--- src/rtl/mvm_uart_frame_ctrl.sv ---
// Command-framed byte-stream controller between the UART byte layer and the
// matrix-vector multiplier: holds a persistent K, runs X-only frames, replies with Y bytes plus an XOR checksum.
module mvm_uart_frame_ctrl #(
  parameter int R       = 8,
  parameter int C       = 8,
  parameter int W_X     = 8,
  parameter int W_K     = 8,
  parameter int W_Y_OUT = 32
) (
  input  logic                                  clk,
  input  logic                                  rst,
  input  logic                                  s_byte_valid,
  input  logic [7:0]                            s_byte_data,
  output logic                                  m_kx_valid,
  input  logic                                  m_kx_ready,
  output logic [R*C*W_K+C*W_X-1:0]              m_kx_data,
  input  logic                                  s_y_valid,
  output logic                                  s_y_ready,
  input  logic [R*(W_X+W_K+$clog2(C))-1:0]      s_y_data,
  output logic                                  m_byte_valid,
  input  logic                                  m_byte_ready,
  output logic [7:0]                            m_byte_data,
  output logic                                  err_header,
  output logic                                  err_overrun
);

  localparam int W_Y   = W_X + W_K + $clog2(C);
  localparam int W_KF  = R * C * W_K;
  localparam int W_XF  = C * W_X;
  localparam int N_K   = W_KF / 8;
  localparam int N_X   = W_XF / 8;
  localparam int N_Y   = R * W_Y_OUT / 8;
  localparam int W_E   = (W_Y_OUT > W_Y) ? W_Y_OUT : W_Y;
  localparam int MAXN  = (N_K > N_X) ? ((N_K > N_Y) ? N_K : N_Y) : ((N_X > N_Y) ? N_X : N_Y);
  localparam int CNT_W = $clog2(MAXN + 1);

  localparam logic [CNT_W-1:0] LAST_K  = CNT_W'(N_K - 1);
  localparam logic [CNT_W-1:0] LAST_X  = CNT_W'(N_X - 1);
  localparam logic [CNT_W-1:0] LAST_YD = CNT_W'(N_Y - 1);
  localparam logic [CNT_W-1:0] LAST_Y  = CNT_W'(N_Y);

  typedef enum logic [2:0] {
    S_IDLE, S_RX_K, S_RX_X, S_ISSUE, S_WAIT_Y, S_TX, S_ACK
  } state_t;

  state_t           state;
  logic [CNT_W-1:0] cnt;
  logic             load_only;
  logic [W_KF-1:0]  k_reg;
  logic [W_XF-1:0]  x_reg;
  logic [W_XF-1:0]  x_next;
  logic [N_Y*8-1:0] y_conv;
  logic [N_Y*8-1:0] y_buf;
  logic [W_E-1:0]   y_ext;
  logic [7:0]       csum;
  logic [7:0]       csum_next;

  // Each y[r] is widened with its sign (or cut down when W_Y_OUT is narrower) and the checksum is precomputed for capture.
  always_comb begin
    x_next = x_reg;
    x_next[8*int'(cnt) +: 8] = s_byte_data;
    y_conv    = '0;
    y_ext     = '0;
    csum_next = '0;
    for (int r = 0; r < R; r++) begin
      y_ext = W_E'($signed(s_y_data[W_Y*r +: W_Y]));
      y_conv[W_Y_OUT*r +: W_Y_OUT] = y_ext[W_Y_OUT-1:0];
    end
    for (int i = 0; i < N_Y; i++) begin
      csum_next = csum_next ^ y_conv[8*i +: 8];
    end
  end

  always_ff @(posedge clk) begin
    if (rst) begin
      state        <= S_IDLE;
      cnt          <= '0;
      load_only    <= 1'b0;
      k_reg        <= '0;
      x_reg        <= '0;
      y_buf        <= '0;
      csum         <= '0;
      m_kx_valid   <= 1'b0;
      m_kx_data    <= '0;
      s_y_ready    <= 1'b0;
      m_byte_valid <= 1'b0;
      m_byte_data  <= '0;
      err_header   <= 1'b0;
      err_overrun  <= 1'b0;
    end else begin
      err_header  <= 1'b0;
      err_overrun <= 1'b0;
      case (state)
        S_IDLE: begin
          if (s_byte_valid) begin
            cnt <= '0;
            case (s_byte_data)
              8'hA0: begin state <= S_RX_K; load_only <= 1'b0; end
              8'hA1: state <= S_RX_X;
              8'hA2: begin state <= S_RX_K; load_only <= 1'b1; end
              default: err_header <= 1'b1;
            endcase
          end
        end
        S_RX_K: begin
          if (s_byte_valid) begin
            k_reg[8*int'(cnt) +: 8] <= s_byte_data;
            if (cnt == LAST_K) begin
              cnt <= '0;
              if (load_only) begin
                state        <= S_ACK;
                m_byte_valid <= 1'b1;
                m_byte_data  <= 8'hA2;
              end else begin
                state <= S_RX_X;
              end
            end else begin
              cnt <= cnt + 1'b1;
            end
          end
        end
        S_RX_X: begin
          if (s_byte_valid) begin
            x_reg <= x_next;
            if (cnt == LAST_X) begin
              cnt        <= '0;
              state      <= S_ISSUE;
              m_kx_valid <= 1'b1;
              m_kx_data  <= {x_next, k_reg};
            end else begin
              cnt <= cnt + 1'b1;
            end
          end
        end
        S_ISSUE: begin
          if (m_kx_ready) begin
            m_kx_valid <= 1'b0;
            s_y_ready  <= 1'b1;
            state      <= S_WAIT_Y;
          end
        end
        S_WAIT_Y: begin
          if (s_y_valid) begin
            s_y_ready    <= 1'b0;
            y_buf        <= y_conv >> 8;
            csum         <= csum_next;
            m_byte_valid <= 1'b1;
            m_byte_data  <= y_conv[7:0];
            cnt          <= '0;
            state        <= S_TX;
          end
        end
        // cnt is the index of the byte on the bus; index N_Y is the checksum.
        S_TX: begin
          if (m_byte_ready) begin
            if (cnt == LAST_Y) begin
              m_byte_valid <= 1'b0;
              cnt          <= '0;
              state        <= S_IDLE;
            end else if (cnt == LAST_YD) begin
              m_byte_data <= csum;
              cnt         <= cnt + 1'b1;
            end else begin
              m_byte_data <= y_buf[7:0];
              y_buf       <= y_buf >> 8;
              cnt         <= cnt + 1'b1;
            end
          end
        end
        S_ACK: begin
          if (m_byte_ready) begin
            m_byte_valid <= 1'b0;
            state        <= S_IDLE;
          end
        end
        default: state <= S_IDLE;
      endcase
      if (s_byte_valid && (state == S_ISSUE || state == S_WAIT_Y || state == S_TX || state == S_ACK)) begin
        err_overrun <= 1'b1;
      end
    end
  end

endmodule
--- config.mk ---
export PLATFORM = sky130hd
export DESIGN_NAME = mvm_uart_frame_ctrl
export DESIGN_NICKNAME = d
export VERILOG_FILES = /design/src/rtl/mvm_uart_frame_ctrl.sv
export SDC_FILE = /design/constraint.sdc
export NUM_CORES = 2
export LEC_CHECK = 0
export BUFFER_PORTS_ARGS = -buffer_cell sky130_fd_sc_hd__buf_4
export CAP_MARGIN = 20
export CORE_UTILIZATION = 62
export DETAILED_ROUTE_END_ITERATION = 12
export PLACE_DENSITY_LB_ADDON = 0.08
export SLEW_MARGIN = 25
export SYNTH_ARGS = -nofsm -noshare
export SYNTH_HDL_FRONTEND = slang
export SYNTH_SLANG_ARGS = --single-unit
--- constraint.sdc ---
create_clock -name clk -period 6.2 [get_ports clk]
set_input_delay 0.31 -clock clk [delete_from_list [all_inputs] [get_ports clk]]
set_output_delay 0.31 -clock clk [all_outputs]
set_load 0.05 [all_outputs]
==> flow_summary.ini <==
[global_route]
grt_first_pass_wirelength_um = 284500
grt_overflow_total = 0
antenna_found_initial = 16
grt_max_degree = 238
track_usage = 0.4090
grt_pass1_vias = 47430

[yosys]
syn_avg_cell_area_um2 = 8.249
ys_ff_latch = 1420
ys.flop_type = dfxtp_1
synthTopCellsByCount = 1656 x nand2_1, 1420 x dfxtp_1, 883 x a21oi_1
syn_inst = 6689
yosysMostFrequentCell = nand2_1
synth_fp_nets = 6858
synthTopCellsByArea = dfxtp_1 52%, nand2_1 11%, a21oi_1 8.0%
synth_edf_count = 0
post-synth-top-area-fraction = 0.5152
ys_seq_area_frac = 0.5152
async_reset_ff_frac = 0
synth_area_mm2 = 0.05518
synth.distinct_cells = 76
yosysWarnings = 0
yosysTopAreaCell = dfxtp_1

[setup_path]
critPathArrivalTime_ns = 5.32
critPathMaxStageDelay_ns = 0.74
path_buf_inv = 2
cp-start-kind = flop
cp.required_ns = 6.78
worst-setup-path-type = flop to flop
crit_chain = inv_1, ha_1, nor3b_1, xnor2_2, buf_4, nand2_1, nor2_2, mux2i_1, nor2_1
slowest_stage = nor3b_1
worstPathMaxFanout = 46
worst_setup_path_end_kind = flop
path_delay_family = simple AND/OR/NAND/NOR gates

[status]
status = finished, final reports clean

[timing]
max_freq_ghz = 0.2111
period_minus_slack_ns = 4.737
setup-tns-final_ns = 0
report.final.slew_viol_count = 0
worstMarginPinSlew_ns = 1.449
slew_headroom = 0.03409
post-route-period-util = 0.7640
fin_worst_skew_ns = 0.02316
hold_viol_final = 0
setup_viol = 0
rsz0062_at_grt = no

[clocking]
cts.clk_slew.worst_paths_ns = 0.06
cts_htree_levels = 4
clock_sinks = 1420
cts_made_buffers = 141
cts_tree = yes
ctsRootBufferMaster = clkbuf_16
insertion_delay_ns = 0.76
clock_path_buffers = 3

[placement]
port_buffers = 754
dp_hpwl_um = 128100
place_area_mm2 = 0.06103
gp_congestion = 0.9112

[floorplanning]
rows = 109
fp.coreArea_mm2 = 0.08824
dieArea_mm2 = 0.09020
ioPinCount = 755
die_w_um = 300.3
start_util = 0.6254
die_h_um = 300.3

[layout]
nets = 7421
final_layout_size_suffix_gt1_frac = 0.1530
fin_area_mm2 = 0.06747
syn2layout_area_growth_pct = 22.28
largest_reg_flops = 576

[power]
peakVddDrop_mv = 0.2808
pwr-share-comb = 0.050
power.density_mw_per_mm2 = 282.6
pwr-share-seq = 0.479
swShare = 0.2265
internal-power_mw = 14.75
power_mw = 19.07
clkPwrFrac = 0.471
p_leak_nw = 24.50
netSwitchingPower_mw = 4.318

[detailed_routing]
drt_iter0_drc = 6469
drtAntennaViolNets = 0
num_vias = 51390
firstDrtPassIters = 8
viasPerCell = 6.018
wl_per_cell_um = 22.52
drc = 0
routed_wirelength_um = 192300

[min_path]
min_path_type = input pin to flop

[flow_run]
maxCapViolCount = 0
-- metal layers --
| metal | up-vias | track usage | part of all wire |
|---|---|---|---|
| li1 | 23570 | - | - |
| met1 | 24330 | 0.5203 | 0.38 |
| met2 | 2839 | 0.6187 | 0.45 |
| met3 | 650 | 0.09777 | 0.10 |
| met4 | 2 | 0.2722 | 0.073 |
| met5 | - | 0 | 0.000062 |
-- worst reg2reg max path, stage by stage, from the launching register on --
cell and delay (ns):
dfxtp_1 0.54, inv_1 0.23, ha_1 0.49, nor3b_1 0.74, xnor2_2 0.21, buf_4 0.59, nand2_1 0.70, nor2_2 0.72
mux2i_1 0.30, nor2_1 0.05
-- cell families (layout without fill, tap and decap cells) --
logic type	after synthesis	count (layout)	synth area share
mux	364	364	0.06616
xor+xnor	154	154	0.02444
fa+ha+maj	3	3	0.0006803
buf+inv	556	1227	0.03925
other cells	0	14	0
compound gates	1296	1296	0.1380
flops	1420	1420	0.5152
simple gates	2896	2896	0.2162
-- repair_timing --
action / CTS / global route
resized for setup: 0 / 0
hold buffers: 149 / 0
endpoints found under the hold margin: 152 / 0
buffers inserted: 0 / 0
endpoints found under the setup margin: 0 / 0
-- placed cells by master, fill, tap and decap left out, types with 16 or more instances in the layout --
cell type         n
and3_1           20
nor3_2           16
a21oi_1         882
or3_1            28
and2_1           33
clkbuf_1         26
nor2_2           16
a311oi_1        141
mux2i_1         358
nor4_1           17
clkbuf_8         35
nand4_1          17
nand3_1          97
nand2_1        1654
a211oi_1        154
buf_12           19
dlygate4sd3_1   149
xor2_1           23
nor3_1           81
o21ai_0          54
xnor2_1         129
clkinv_2         20
dfxtp_1        1420
buf_4           790
nor2_1          825
clkbuf_16       144
-- path summary, 6_finish.rpt --
path / from / end / slack [ns] / cells after the start
worst max-delay path: cnt[0]$_SDFFE_PP0P_ / k_reg[305]$_SDFFE_PP0P_ / 1.46 / 9
worst min-delay path: m_kx_ready / m_kx_valid$_SDFFE_PP0P_ / 0.02 / 4
worst max register to register: cnt[0]$_SDFFE_PP0P_ / k_reg[305]$_SDFFE_PP0P_ / 1.46 / 9
worst min register to register: k_reg[424]$_SDFFE_PP0P_ / m_kx_data[424]$_SDFFE_PP0P_ / 0.44 / 2
-- stage by stage --
step | hold slack (ns) | utilization | setup slack, ns | instances
finish | 0.02340 | 0.7647 | 1.463 | 8539
global route | 0.07244 | 0.7646 | 1.207 | 8538
CTS | 0.01541 | 0.7639 | 1.557 | 8524
detailed placement | 0.4416 | 0.6917 | 1.608 | 8124
global placement | 0.4378 | 0.6909 | 1.205 | 8119
floorplan | 0.4285 | - | 2.289 | 6689
-- power by group through the flow --
| stage | logic (mW) | clock network [mW] | registers, mW |
|---|---|---|---|
| 5_1_grt | 0.980 | 9.38 | 9.12 |
| 6_report | 0.953 | 8.99 | 9.12 |
| 3_3_place_gp | 0.821 | 0 | 9.33 |
| 3_5_place_dp | 0.827 | 0 | 9.33 |
| 2_1_floorplan | 0.509 | 0 | 9.33 |
| 4_1_cts | 0.907 | 8.99 | 9.13 |
-- area by class of cell --
cell class,count,area (um^2)
sequential,1420,28430
multi-input combinational,4713,24750
fill,6405,20760
timing repair buffer,964,7878
clock buffer,205,4183
tap,1165,1458
clock inverter,46,699.4
inverter,12,45.04
antenna,14,35.03
No activity file was read; power rests on OpenSTA's default activity.
